[src/rtl/seq_adder.sv]
// seq_adder: multi-cycle chunked adder/subtractor with valid/ready handshakes
module seq_adder #(
    parameter int WIDTH = 8,
    parameter int CHUNK = 2
) (
    input  logic             clk,
    input  logic             rst,
    input  logic             in_valid,
    output logic             in_ready,
    input  logic [WIDTH-1:0] a,
    input  logic [WIDTH-1:0] b,
    input  logic             cin,
    input  logic             sub,
    output logic             out_valid,
    input  logic             out_ready,
    output logic [WIDTH:0]   sum,
    output logic             overflow
);
    localparam int N  = WIDTH / CHUNK;
    localparam int CW = N > 1 ? $clog2(N) : 1;

    if (CHUNK < 1 || CHUNK > WIDTH || WIDTH % CHUNK != 0) begin : g_bad_params
        $error("seq_adder: CHUNK must divide WIDTH and satisfy 1 <= CHUNK <= WIDTH");
    end

    typedef enum logic [1:0] {IDLE, RUN, DONE} state_t;

    state_t            state, nxt;
    logic [WIDTH-1:0]  ra, rb, acc, acc_nxt;
    logic              carry, rsub, last, cmsb;
    logic [CW-1:0]     cnt;
    logic [CHUNK-1:0]  ca, cb;
    logic [CHUNK:0]    cs;

    // Current chunk slice, its sum, and the carry into the chunk's top bit
    always_comb begin
        ca      = ra[cnt*CHUNK +: CHUNK];
        cb      = rb[cnt*CHUNK +: CHUNK];
        cs      = {1'b0, ca} + {1'b0, cb} + {{CHUNK{1'b0}}, carry};
        last    = cnt == CW'(N - 1);
        cmsb    = ca[CHUNK-1] ^ cb[CHUNK-1] ^ cs[CHUNK-1];
        acc_nxt = acc;
        acc_nxt[cnt*CHUNK +: CHUNK] = cs[CHUNK-1:0];
    end

    // Next-state and handshake decode
    always_comb begin
        nxt       = state;
        if (state == IDLE && in_valid)
            nxt = RUN;
        else if (state == RUN && last)
            nxt = DONE;
        else if (state == DONE && out_ready)
            nxt = IDLE;
        in_ready  = state == IDLE;
        out_valid = state == DONE;
    end

    // State register
    always_ff @(posedge clk) begin
        state <= rst ? IDLE : nxt;
    end

    // Operand latch, chunk iteration and result registration on DONE entry
    always_ff @(posedge clk) begin
        if (rst) begin
            ra       <= '0;
            rb       <= '0;
            acc      <= '0;
            carry    <= 1'b0;
            rsub     <= 1'b0;
            cnt      <= '0;
            sum      <= '0;
            overflow <= 1'b0;
        end else if (in_ready && in_valid) begin
            ra    <= a;
            rb    <= sub ? ~b : b;
            carry <= cin ^ sub;
            rsub  <= sub;
            cnt   <= '0;
        end else if (state == RUN) begin
            acc   <= acc_nxt;
            carry <= cs[CHUNK];
            cnt   <= last ? cnt : cnt + CW'(1);
            if (last) begin
                sum      <= {rsub ? ~cs[CHUNK] : cs[CHUNK], acc_nxt};
                overflow <= cmsb ^ cs[CHUNK];
            end
        end
    end
endmodule

[config.mk]
export PLATFORM = sky130hd
export DESIGN_NAME = seq_adder
export DESIGN_NICKNAME = d
export VERILOG_FILES = /design/src/rtl/seq_adder.sv
export SDC_FILE = /design/constraint.sdc
export NUM_CORES = 1
export LEC_CHECK = 0
export BUFFER_PORTS_ARGS = -buffer_cell sky130_fd_sc_hd__buf_2
export CAP_MARGIN = 10
export CORE_ASPECT_RATIO = 0.6
export CORE_UTILIZATION = 55
export DETAILED_ROUTE_END_ITERATION = 12
export GPL_TIMING_DRIVEN = 0
export PLACE_DENSITY = 0.78
export SLEW_MARGIN = 20
export SYNTH_ARGS = -nofsm -noshare
export SYNTH_HDL_FRONTEND = slang
export SYNTH_SLANG_ARGS = --single-unit
[constraint.sdc]
create_clock -name clk -period 3.9 [get_ports clk]
set_input_delay 0.78 -clock clk [delete_from_list [all_inputs] [get_ports clk]]
set_output_delay 0.78 -clock clk [all_outputs]
set_load 0.02 [all_outputs]
After elaboration in Yosys (flattened, before gate mapping)
Cells that the tools add are included.
{"block": "op_classes", "mux": 8, "shifts": 4, "n_bitwise": 8, "n_addsub": 4, "reduce_logical": 11, "n_eq_ne": 3}
{"operator": "$neg 3->34", "count": 1}
{"operator": "$shift 2x34->8 const A", "count": 1}
{"operator": "$shiftx 2x34->8", "count": 1}
{"operator": "$shiftx 8x4->2", "count": 2}
{"operator": "$bwmux 8", "count": 1}
{"operator": "$mux 8", "count": 1}
{"operator": "$not 8->8", "count": 1}
{"operator": "$eq 2x2->1 const B", "count": 2}
{"operator": "$mux 1", "count": 4}
{"operator": "$mux 2", "count": 2}
{"operator": "$reduce_and 2->1", "count": 2}
{"operator": "$reduce_bool 2->1", "count": 2}
{"operator": "$xor 1x1->1", "count": 4}
{"operator": "$add 2x2->3", "count": 1}
{"operator": "$add 3x1->3", "count": 1}
{"operator": "$logic_and 1x1->1", "count": 3}
{"operator": "$not 1->1", "count": 3}
{"operator": "$reduce_and 3->1", "count": 1}
{"operator": "$reduce_bool 3->1", "count": 1}
{"operator": "$add 2x1->2 const B", "count": 1}
{"operator": "$eq 2x1->1 const B", "count": 1}
{"operator": "$logic_not 2->1", "count": 1}
{"operator": "$reduce_or 2->1", "count": 1}
{"block": "word_totals", "regBits": 40, "output_inout_bits": 12, "elab_cells": 48, "in_bits": 22}

Logic depth before layout (Yosys ltp)
Gate-level depths: netlist of run 1.
{"block": "depth", "depth_word": 5, "ltp_mapped": 7, "mapped_depth_nobuf": 6}

Worst setup path before layout of run 1
No wires, ideal clock.
{"block": "synth_timing", "path_kind": "register to register", "start": "register cnt[0]", "end": "register acc[5]", "path_stages_with_launch": 8, "synth_period_minus_slack_ns": 2.777, "setup_ns": 0.078, "t_arrival_ns": 2.699, "t_required_ns": 3.822, "path_buffers": 1, "setup_slack_ns": 1.123, "cell_sequence": "dfxtp_1 > buf_4 > mux4_2 > fa_1 > fa_1 > nor4bb_1 > a211oi_1 > nor3_1"}
{"block": "synth_via", "elab_chain_len": 5, "elab_cells_between_ends": 8, "cone_classes": "3 x add/sub; 4 x shift; 1 x mux"}
{"element": "start, declared", "line": "31", "text": "logic [CW-1:0] cnt;"}
{"element": "start signal, assigned", "line": "84", "text": "cnt <= last ? cnt : cnt + CW'(1);"}
{"element": "$shiftx 8x4->2 (on tied branches)", "line": "37, 38"}
{"element": "$add 2x2->3", "line": "39", "text": "cs = {1'b0, ca} + {1'b0, cb} + {{CHUNK{1'b0}}, carry};"}
{"element": "$add 3x1->3", "line": "39"}
{"element": "$shiftx 2x34->8", "line": "43", "text": "acc_nxt[cnt*CHUNK +: CHUNK] = cs[CHUNK-1:0];"}
{"element": "$bwmux 8 *", "line": "43"}
{"element": "end signal, assigned", "line": "82", "text": "acc <= acc_nxt;"}
{"element": "end, declared", "line": "29", "text": "logic [WIDTH-1:0] ra, rb, acc, acc_nxt;"}
Every way passes the cells marked *; elsewhere a longest branch is shown, timed or not.
A chain may end at the register's enable or synchronous reset.

Worst setup path after layout of run 1
Same ends and word-level chain as after synthesis.

==> qor.tcl, run 1 <==
set qor(post-route-period-util) 0.8040
set qor(place.port_buffers) 31
set qor(achievable-frequency_mhz) 318.9
set qor(setup_violations) 0
set qor(cts-htree-levels) 2
set qor(timing_worst_slew_pin_value_ns) 0.5172
set qor(final_hold_viol_count) 0
set qor(die_w_um) 80.71
set qor(fill_cells) 294
set qor(cp_endpoint_kind) {flop}
set qor(critical_path_arrival_ns) 3.36
set qor(outcome) {complete, no violations}
set qor(cts_root_buffer) {sky130_fd_sc_hd__clkbuf_8}
set qor(vias) 1673
set qor(synth-seq-area-share) 0.3917
set qor(synth.cell_area_um2) 2044
set qor(cts_hold_buffers) 0
set qor(critPathMaxStageDelay_ns) 0.65
set qor(final_core_util) 0.6893
set qor(detail_route.drc_violations) 0
set qor(inserted_clock_buffers) 5
set qor(yosys-top-cells-area) {sky130_fd_sc_hd__dfxtp_1 (39%), sky130_fd_sc_hd__a211oi_1 (7.7%), sky130_fd_sc_hd__nor2_1 (5.3%)}
set qor(dp.cells) 292
set qor(final_design_area_no_fill_um2) 2346
set qor(worst_r2r_endpoint) {acc[5]$_SDFFE_PP0P_}
set qor(synth.largest_area_cell) {sky130_fd_sc_hd__dfxtp_1}
set qor(async_reset_ff_frac) 0
set qor(startpoint_type) {flop}
set qor(rr_worst_depth) 7
set qor(irDropWorstVdd_v) 0.0002207
set qor(ctsLongestPathBuffers) 2
set qor(post_placement_setup_slack_ns) 0.8202
set qor(layout-drive-gt1-share) 0.2431
set qor(path_cells) {buf_4, mux4_2, fa_1, fa_1, nor4bb_1, a211oi_1, nor3_1}
set qor(ant_nets) 0
set qor(crit_path_start) {cnt[0]$_SDFFE_PP0P_}
set qor(synth-edff-count) 0
set qor(min-delay-path-class) {flop to flop}
set qor(max_slew_margin) 0.6552
set qor(die-area_um2) 3973
set qor(drv_cap) 0
set qor(met1Wirelength_um) 2315
set qor(skew_ns) 0.003077
set qor(worstHoldPathCells) 2
set qor(gates_resized_cts_repair) 0
set qor(die_y_um) 49.23
set qor(route.top_layer_used) {met4}
set qor(wire_per_inst_um) 14.46
set qor(maxSlewViolCount) 0
set qor(syn-mean-instance-area_um2) 9.465
set qor(tritoncts_clock_tree) {built}
set qor(synth.lib_cells_used.distinct) 35
set qor(tns_setup_ns) 0
set qor(clkSlewWorstSetupHoldPaths_ns) 0.08
set qor(wl_um) 4339
set qor(firstDrtPassIters) 4
set qor(coreArea_um2) 3403
set qor(drt_iter0_markers) 64
set qor(required_ns) 4.12
set qor(worstSetupPathType) {flop to flop}
set qor(dominantRegCellSynth) {sky130_fd_sc_hd__dfxtp_1}
set qor(grt_setup_unrepaired) {false}
set qor(power.density_nw_per_um2) 385.8
set qor(globalRouteTotalUtil) 0.2469
set qor(worstReg2RegStart) {cnt[0]$_SDFFE_PP0P_}
set qor(post_cts_setup_buffer_count) 0
set qor(finalWorstPathRequiredPeriod_ns) 3.136
set qor(cts_sinks) 40
set qor(number_of_global_route_vias_before_repair) 1519
set qor(yosysTopAreaCellShare) 0.3917
set qor(static-leakage-power_nw) 0.9576
set qor(post_synth_inst_count) 216
set qor(worstSkewPairLatency_ns) 0.29
set qor(gr-total-overflow) 0
set qor(final_cell_count_no_fill) 300
set qor(worst_path_max_delay_cell) {sky130_fd_sc_hd__fa_1}
set qor(global_route_wire_length_before_repair_um) 7327
set qor(cp_max_fo) 10
set qor(worstSetupEndpoint) {acc[5]$_SDFFE_PP0P_}
set qor(io-pin-count) 34
set qor(critPathMostFrequentCell) {sky130_fd_sc_hd__fa_1}
set qor(synth_warnings) 0
set qor(floorplan.rows) 16
set qor(syn_nets) 247
set qor(dpl.hpwl_um) 3094
set qor(diodes) 0
set qor(detailroute.wirelength.met3_um) 246
set qor(design.final.nets) 285
set qor(met2WireLength_um) 1726
set qor(grt_start_max_net_pins) 12
set qor(synthToLayoutAreaGrowth_pct) 14.75
set qor(regToRegSetupSlack_ns) 0.76
set qor(gpl_wtd_cong) 0.7709
set qor(final_setup_slack_of_the_worst_path_ns) 0.7643
set qor(initial_utilization) 0.6007
set qor(antenna_found_initial) 0
set qor(ys_seq_elements) 40
set qor(detail_route.vias_per_cell) 5.577
set qor(dpl-instance-area_um2) 2256
[cell usage after synthesis (4+ instances only)]
master and count:
sky130_fd_sc_hd__nand2_1 20, sky130_fd_sc_hd__buf_6 5, sky130_fd_sc_hd__ha_1 7, sky130_fd_sc_hd__nor2_1 29, sky130_fd_sc_hd__nor3_1 18, sky130_fd_sc_hd__a211oi_1 21
sky130_fd_sc_hd__buf_2 4, sky130_fd_sc_hd__nor2b_1 9, sky130_fd_sc_hd__a21oi_1 9, sky130_fd_sc_hd__mux4_2 4, sky130_fd_sc_hd__xnor2_1 10, sky130_fd_sc_hd__a311oi_1 4
sky130_fd_sc_hd__clkbuf_1 5, sky130_fd_sc_hd__dfxtp_1 40
[logic make-up (layout without fill, tap and decap cells)]
| logic type | count (synthesis) | after routing | share of synthesized area |
|---|---|---|---|
| adder cells (fa/ha/maj) | 9 | 9 | 0.06242 |
| buffers and inverters | 18 | 57 | 0.05753 |
| flip-flops | 40 | 40 | 0.3917 |
| XOR/XNOR | 12 | 12 | 0.05141 |
| AND/OR/NAND/NOR | 93 | 93 | 0.2454 |
| AO/OA/AOI/OAI | 39 | 39 | 0.1426 |
| multiplexers | 5 | 5 | 0.04896 |
[critical path: cells and delay by family, from the launching register on]
| kind | cells | cell delay, ns |
|---|---|---|
| adder cells (fa/ha/maj) | 2 | 1.07 |
| AND/OR/NAND/NOR | 2 | 0.59 |
| multiplexers | 1 | 0.55 |
| flip-flops | 1 | 0.46 |
| buffers and inverters | 1 | 0.26 |
| AO/OA/AOI/OAI | 1 | 0.13 |
[layout make-up]
class | instances | area, um^2 | share of cell area
repair buffers | 31 | 155.1 | 0.06613
flip-flops and latches | 40 | 800.8 | 0.3413
inverters | 2 | 7.507 | 0.003200
well taps | 45 | 56.30 | 0.02400
clock buffers | 8 | 90.09 | 0.03840
multi-input cells | 158 | 1126 | 0.4800
plain buffers | 16 | 110.1 | 0.04693
[per-layer routing]
layer,up-vias,global-route usage
met3,6,0.05607
li1,842,-
met1,776,0.3718
met4,0,0.08036
met2,49,0.3432
met5,-,0
[cell usage in the layout, fill, tap and decap left out, types with 2 or more instances in the layout]
| cell type | count |
|---|---|
| sky130_fd_sc_hd__nand2_1 | 20 |
| sky130_fd_sc_hd__a311oi_1 | 4 |
| sky130_fd_sc_hd__nor3_1 | 18 |
| sky130_fd_sc_hd__nor2b_1 | 9 |
| sky130_fd_sc_hd__a21oi_1 | 9 |
| sky130_fd_sc_hd__a211oi_1 | 21 |
| sky130_fd_sc_hd__xnor2_1 | 10 |
| sky130_fd_sc_hd__nand3b_1 | 2 |
| sky130_fd_sc_hd__a21oi_2 | 2 |
| sky130_fd_sc_hd__buf_6 | 5 |
| sky130_fd_sc_hd__ha_1 | 7 |
| sky130_fd_sc_hd__clkbuf_1 | 7 |
| sky130_fd_sc_hd__nor4bb_1 | 2 |
| sky130_fd_sc_hd__and4bb_2 | 2 |
| sky130_fd_sc_hd__fa_1 | 2 |
| sky130_fd_sc_hd__nor2_1 | 29 |
| sky130_fd_sc_hd__clkbuf_8 | 6 |
| sky130_fd_sc_hd__mux4_2 | 4 |
| sky130_fd_sc_hd__nor3b_2 | 2 |
| sky130_fd_sc_hd__buf_4 | 2 |
| sky130_fd_sc_hd__buf_2 | 35 |
| sky130_fd_sc_hd__xor2_1 | 2 |
| sky130_fd_sc_hd__dfxtp_1 | 40 |
| sky130_fd_sc_hd__inv_1 | 2 |
| sky130_fd_sc_hd__and4b_1 | 2 |
[per-stage QoR]
step / power, W / hold WS [ns]
after floorplan: 0.0005812 / 0.4331
after global placement: 0.0006204 / 0.4442
after detailed placement: 0.0006253 / 0.4496
after CTS: 0.0009079 / 0.4600
after global routing: 0.0009517 / 0.4860
final: 0.0009051 / 0.4633
[flip-flops by register name (all words and copies together) (netlist names)]
signal / flops
acc: 8
state: 2
overflow: 1
carry: 1
cnt: 2
rsub: 1
rb: 8
ra: 8
sum: 9
[worst min-delay path by stage]
stage / to / from
6_report: ra[1]$_SDFFE_PP0P_ / ra[1]$_SDFFE_PP0P_
2_1_floorplan: ra[4]$_SDFFE_PP0P_ / ra[4]$_SDFFE_PP0P_
3_5_place_dp: ra[5]$_SDFFE_PP0P_ / ra[5]$_SDFFE_PP0P_
3_3_place_gp: ra[2]$_SDFFE_PP0P_ / ra[2]$_SDFFE_PP0P_
4_1_cts: ra[5]$_SDFFE_PP0P_ / ra[5]$_SDFFE_PP0P_
5_1_grt: ra[7]$_SDFFE_PP0P_ / ra[7]$_SDFFE_PP0P_
[where the power goes]
group          internal (W)  switching [W]
clock              0.000144       0.000142
sequential         0.000433      0.0000140
combinational     0.0000782      0.0000939
total              0.000655       0.000250
Power figures use the tool's default switching activity.
==> run 2, diff against run 1 <==
--- a/config.mk
+++ b/config.mk
@@ -8,10 +8,10 @@
 export BUFFER_PORTS_ARGS = -buffer_cell sky130_fd_sc_hd__buf_2
 export CAP_MARGIN = 10
 export CORE_ASPECT_RATIO = 0.6
-export CORE_UTILIZATION = 55
+export CORE_UTILIZATION = 50
 export DETAILED_ROUTE_END_ITERATION = 12
 export GPL_TIMING_DRIVEN = 0
-export PLACE_DENSITY = 0.78
+export PLACE_DENSITY = 0.75
 export SLEW_MARGIN = 20
 export SYNTH_ARGS = -nofsm -noshare
 export SYNTH_HDL_FRONTEND = slang
==> constraint.sdc (replaced) <==
create_clock -name clk -period 2.8 [get_ports clk]
set_input_delay 0.56 -clock clk [delete_from_list [all_inputs] [get_ports clk]]
set_output_delay 0.56 -clock clk [all_outputs]
set_load 0.02 [all_outputs]
==> run 2 against run 1 <==
Effect of this change: the flow now finishes with violations (design-rule violations); combinational power grew 51%; highest routed layer unchanged; critical path type unchanged; setup slack lost 0.64 ns; utilization shrank 4.5 points; maximum frequency is 17% higher; wire length increased by 0.78%; non-clock buffer count increased by 3; die area up 9.7%; via count rose by 1.1%; final cell count up 1.7%.
==> qor.tcl, run 2 (same netlist as run 1, synthesis figures left out) <==
set qor(grt_setup_unrepaired) {false}
set qor(worstSetupPathType) {flop to flop}
set qor(vias) 1691 ;# +1.1%
set qor(maxSlewViolCount) 0 ;# unchanged
set qor(worstSkewPairLatency_ns) 0.30 ;# about the same
set qor(tns_setup_ns) 0 ;# unchanged
set qor(final-seq-area_um2) 804.5 ;# +0.47%
set qor(final_design_area_no_fill_um2) 2439 ;# +3.9%
set qor(number_of_global_route_vias_before_repair) 1606 ;# +5.7%
set qor(max_slew_margin) 0.6427 ;# -0.01254
set qor(cts_root_buffer) {sky130_fd_sc_hd__clkbuf_8}
set qor(static-leakage-power_nw) 0.9932 ;# +3.7%
set qor(cp_max_fo) 10 ;# unchanged
set qor(violations_in_the_final_reports) {design-rule violations}
set qor(clkSlewWorstSetupHoldPaths_ns) 0.08 ;# about the same
set qor(final_hold_viol_count) 0 ;# unchanged
set qor(final_core_util) 0.6441 ;# -0.04525
set qor(fill_cells) 339 ;# +15%
set qor(firstDrtPassIters) 8 ;# +4
set qor(ant_nets) 0 ;# unchanged
set qor(dpl.hpwl_um) 3112 ;# +0.60%
set qor(synthToLayoutAreaGrowth_pct) 19.28
set qor(startpoint_type) {flop}
set qor(critical_path_arrival_ns) 2.85 ;# -0.51 ns
set qor(layout.cells.most_common) {sky130_fd_sc_hd__dfxtp_1}
set qor(coreArea_um2) 3786 ;# +11%
set qor(final_cell_count_no_fill) 305 ;# +1.7%
set qor(post-route-period-util) 0.9574 ;# +0.1533
set qor(wire_per_inst_um) 14.34 ;# -0.87%
set qor(global_route_wire_length_before_repair_um) 7617 ;# +4.0%
set qor(multiInputGateArea_um2) 1146 ;# +1.8%
set qor(setup_violations) 0 ;# unchanged
set qor(ctsLongestPathBuffers) 2 ;# unchanged
set qor(cts-htree-levels) 2 ;# unchanged
set qor(outcome) {complete, but fails checks}
set qor(min-delay-path-class) {flop to flop}
set qor(finalWorstPathRequiredPeriod_ns) 2.681 ;# -0.4550 ns
set qor(tritoncts_clock_tree) {built}
set qor(wl_um) 4373 ;# +0.78%
set qor(gr-total-overflow) 0 ;# unchanged
set qor(antenna_found_initial) 0 ;# unchanged
set qor(die_w_um) 84.55 ;# +4.8%
set qor(diodes) 0 ;# unchanged
set qor(critPathMostFrequentCell) {sky130_fd_sc_hd__fa_2}
set qor(worst_path_max_delay_cell) {sky130_fd_sc_hd__mux4_2}
set qor(initial_utilization) 0.5400 ;# -0.06075
set qor(timing.hold.ws_ns) 0.4595 ;# -0.003849 ns
set qor(drt_iter0_markers) 81 ;# +27%
set qor(layout-drive-gt1-share) 0.2752 ;# +0.03206
set qor(top_library_cells_by_usage_in_the_layout_fill_and_taps_aside) {sky130_fd_sc_hd__dfxtp_1 (39), sky130_fd_sc_hd__buf_2 (35), sky130_fd_sc_hd__nor2_1 (29)}
set qor(irDropWorstVdd_v) 0.0002951 ;# +34%
set qor(globalRouteTotalUtil) 0.2301 ;# -0.01683
set qor(detail_route.drc_violations) 4 ;# +4
set qor(cp_endpoint_kind) {flop}
set qor(die-area_um2) 4357 ;# +9.7%
set qor(grt_start_max_net_pins) 13 ;# +1
set qor(critPathMaxStageDelay_ns) 0.55 ;# -0.10 ns
set qor(number_of_flip_flops_in_the_largest_register) 9 ;# unchanged
set qor(drv_cap) 0 ;# unchanged
set qor(largest_register) {sum}
set qor(dpl-instance-area_um2) 2258 ;# +0.11%
set qor(place.port_buffers) 31 ;# unchanged
set qor(skew_ns) 0.006797 ;# +0.003719 ns
set qor(io-pin-count) 34 ;# unchanged
set qor(power.density_nw_per_um2) 575.2 ;# +49%
set qor(design.final.nets) 288 ;# +1.1%
set qor(detail_route.vias_per_cell) 5.544 ;# -0.58%
set qor(timing_worst_slew_pin_value_ns) 0.5354 ;# +0.01823 ns
set qor(gpl_wtd_cong) 0.7563 ;# -1.9%
set qor(path_cells) {buf_8, mux4_2, fa_2, fa_2, buf_4, and4b_1, a211oi_1, nor3_1}
set qor(required_ns) 2.97 ;# -1.15 ns
set qor(inserted_clock_buffers) 5 ;# unchanged
set qor(floorplan.rows) 17 ;# +1
set qor(achievable-frequency_mhz) 373.0 ;# +17%
set qor(die_y_um) 51.53 ;# +4.7%
set qor(dp.cells) 294 ;# +0.68%
set qor(cts_sinks) 40 ;# unchanged
==> run 2: cell count changes in the layout (fill, tap and decap cells not counted), sizes merged <==
cell,change
bufinv,+1
clkbuf,-1
buf,+3
==> run 2: path summary, 6_finish.rpt <==
path         cells past startpoint                start                   to  slack (ns)
max                              8  cnt[0]$_SDFFE_PP0P_  sum[3]$_SDFFE_PP0P_        0.12
max reg2reg                      8  cnt[0]$_SDFFE_PP0P_  sum[3]$_SDFFE_PP0P_        0.12
min                              2   ra[3]$_SDFFE_PP0P_   ra[3]$_SDFFE_PP0P_        0.46
min reg2reg                      2   ra[3]$_SDFFE_PP0P_   ra[3]$_SDFFE_PP0P_        0.46
==> run 2: per-layer routing <==
layer  global-route usage  part of all wire
met5                    0                 0
met4              0.06497             0.011
met3              0.05079             0.043
met2               0.3537              0.42
met1               0.3280              0.53
==> run 2: area by class of cell <==
class / instances / share of cell area
clock inverter: 1 / 0.01231
buffer: 16 / 0.04823
tap: 47 / 0.02411
timing repair buffer: 34 / 0.07286
multi-input combinational: 158 / 0.4700
inverter: 2 / 0.003079
sequential: 40 / 0.3299
clock buffer: 7 / 0.03951
==> run 2: metrics by stage <==
step	power, W	setup slack [ns]
after floorplan	0.0008095	0.02265
after detailed placement	0.0008711	-0.3359
after global routing	0.001463	0.002079
after global placement	0.0008641	-0.2871
final	0.001403	0.1194
after CTS	0.001401	0.05320
==> run 2: worst max-delay path, delay by kind of cell, from the launching register on <==
family                     cells  cell delay, ns
adders and majority gates      2            0.85
muxes                          1            0.55
DFF                            1            0.36
buffers and inverters          2            0.31
and+or+nand+nor                2            0.25
AOI/OAI and AO/OA              1            0.23
==> run 2: power breakdown <==
part | switching, W | internal, W
clock network | 0.000207 | 0.000315
registers | 0.0000184 | 0.000603
logic | 0.000134 | 0.000126
==> run 2: what timing repair did <==
item                                    in CTS  in global routing
buffers inserted                             2                  1
hold buffers                                 0                  0
gates resized for setup                      8                  0
pin swaps                                    1                  2
endpoints found under the setup margin       7                  2
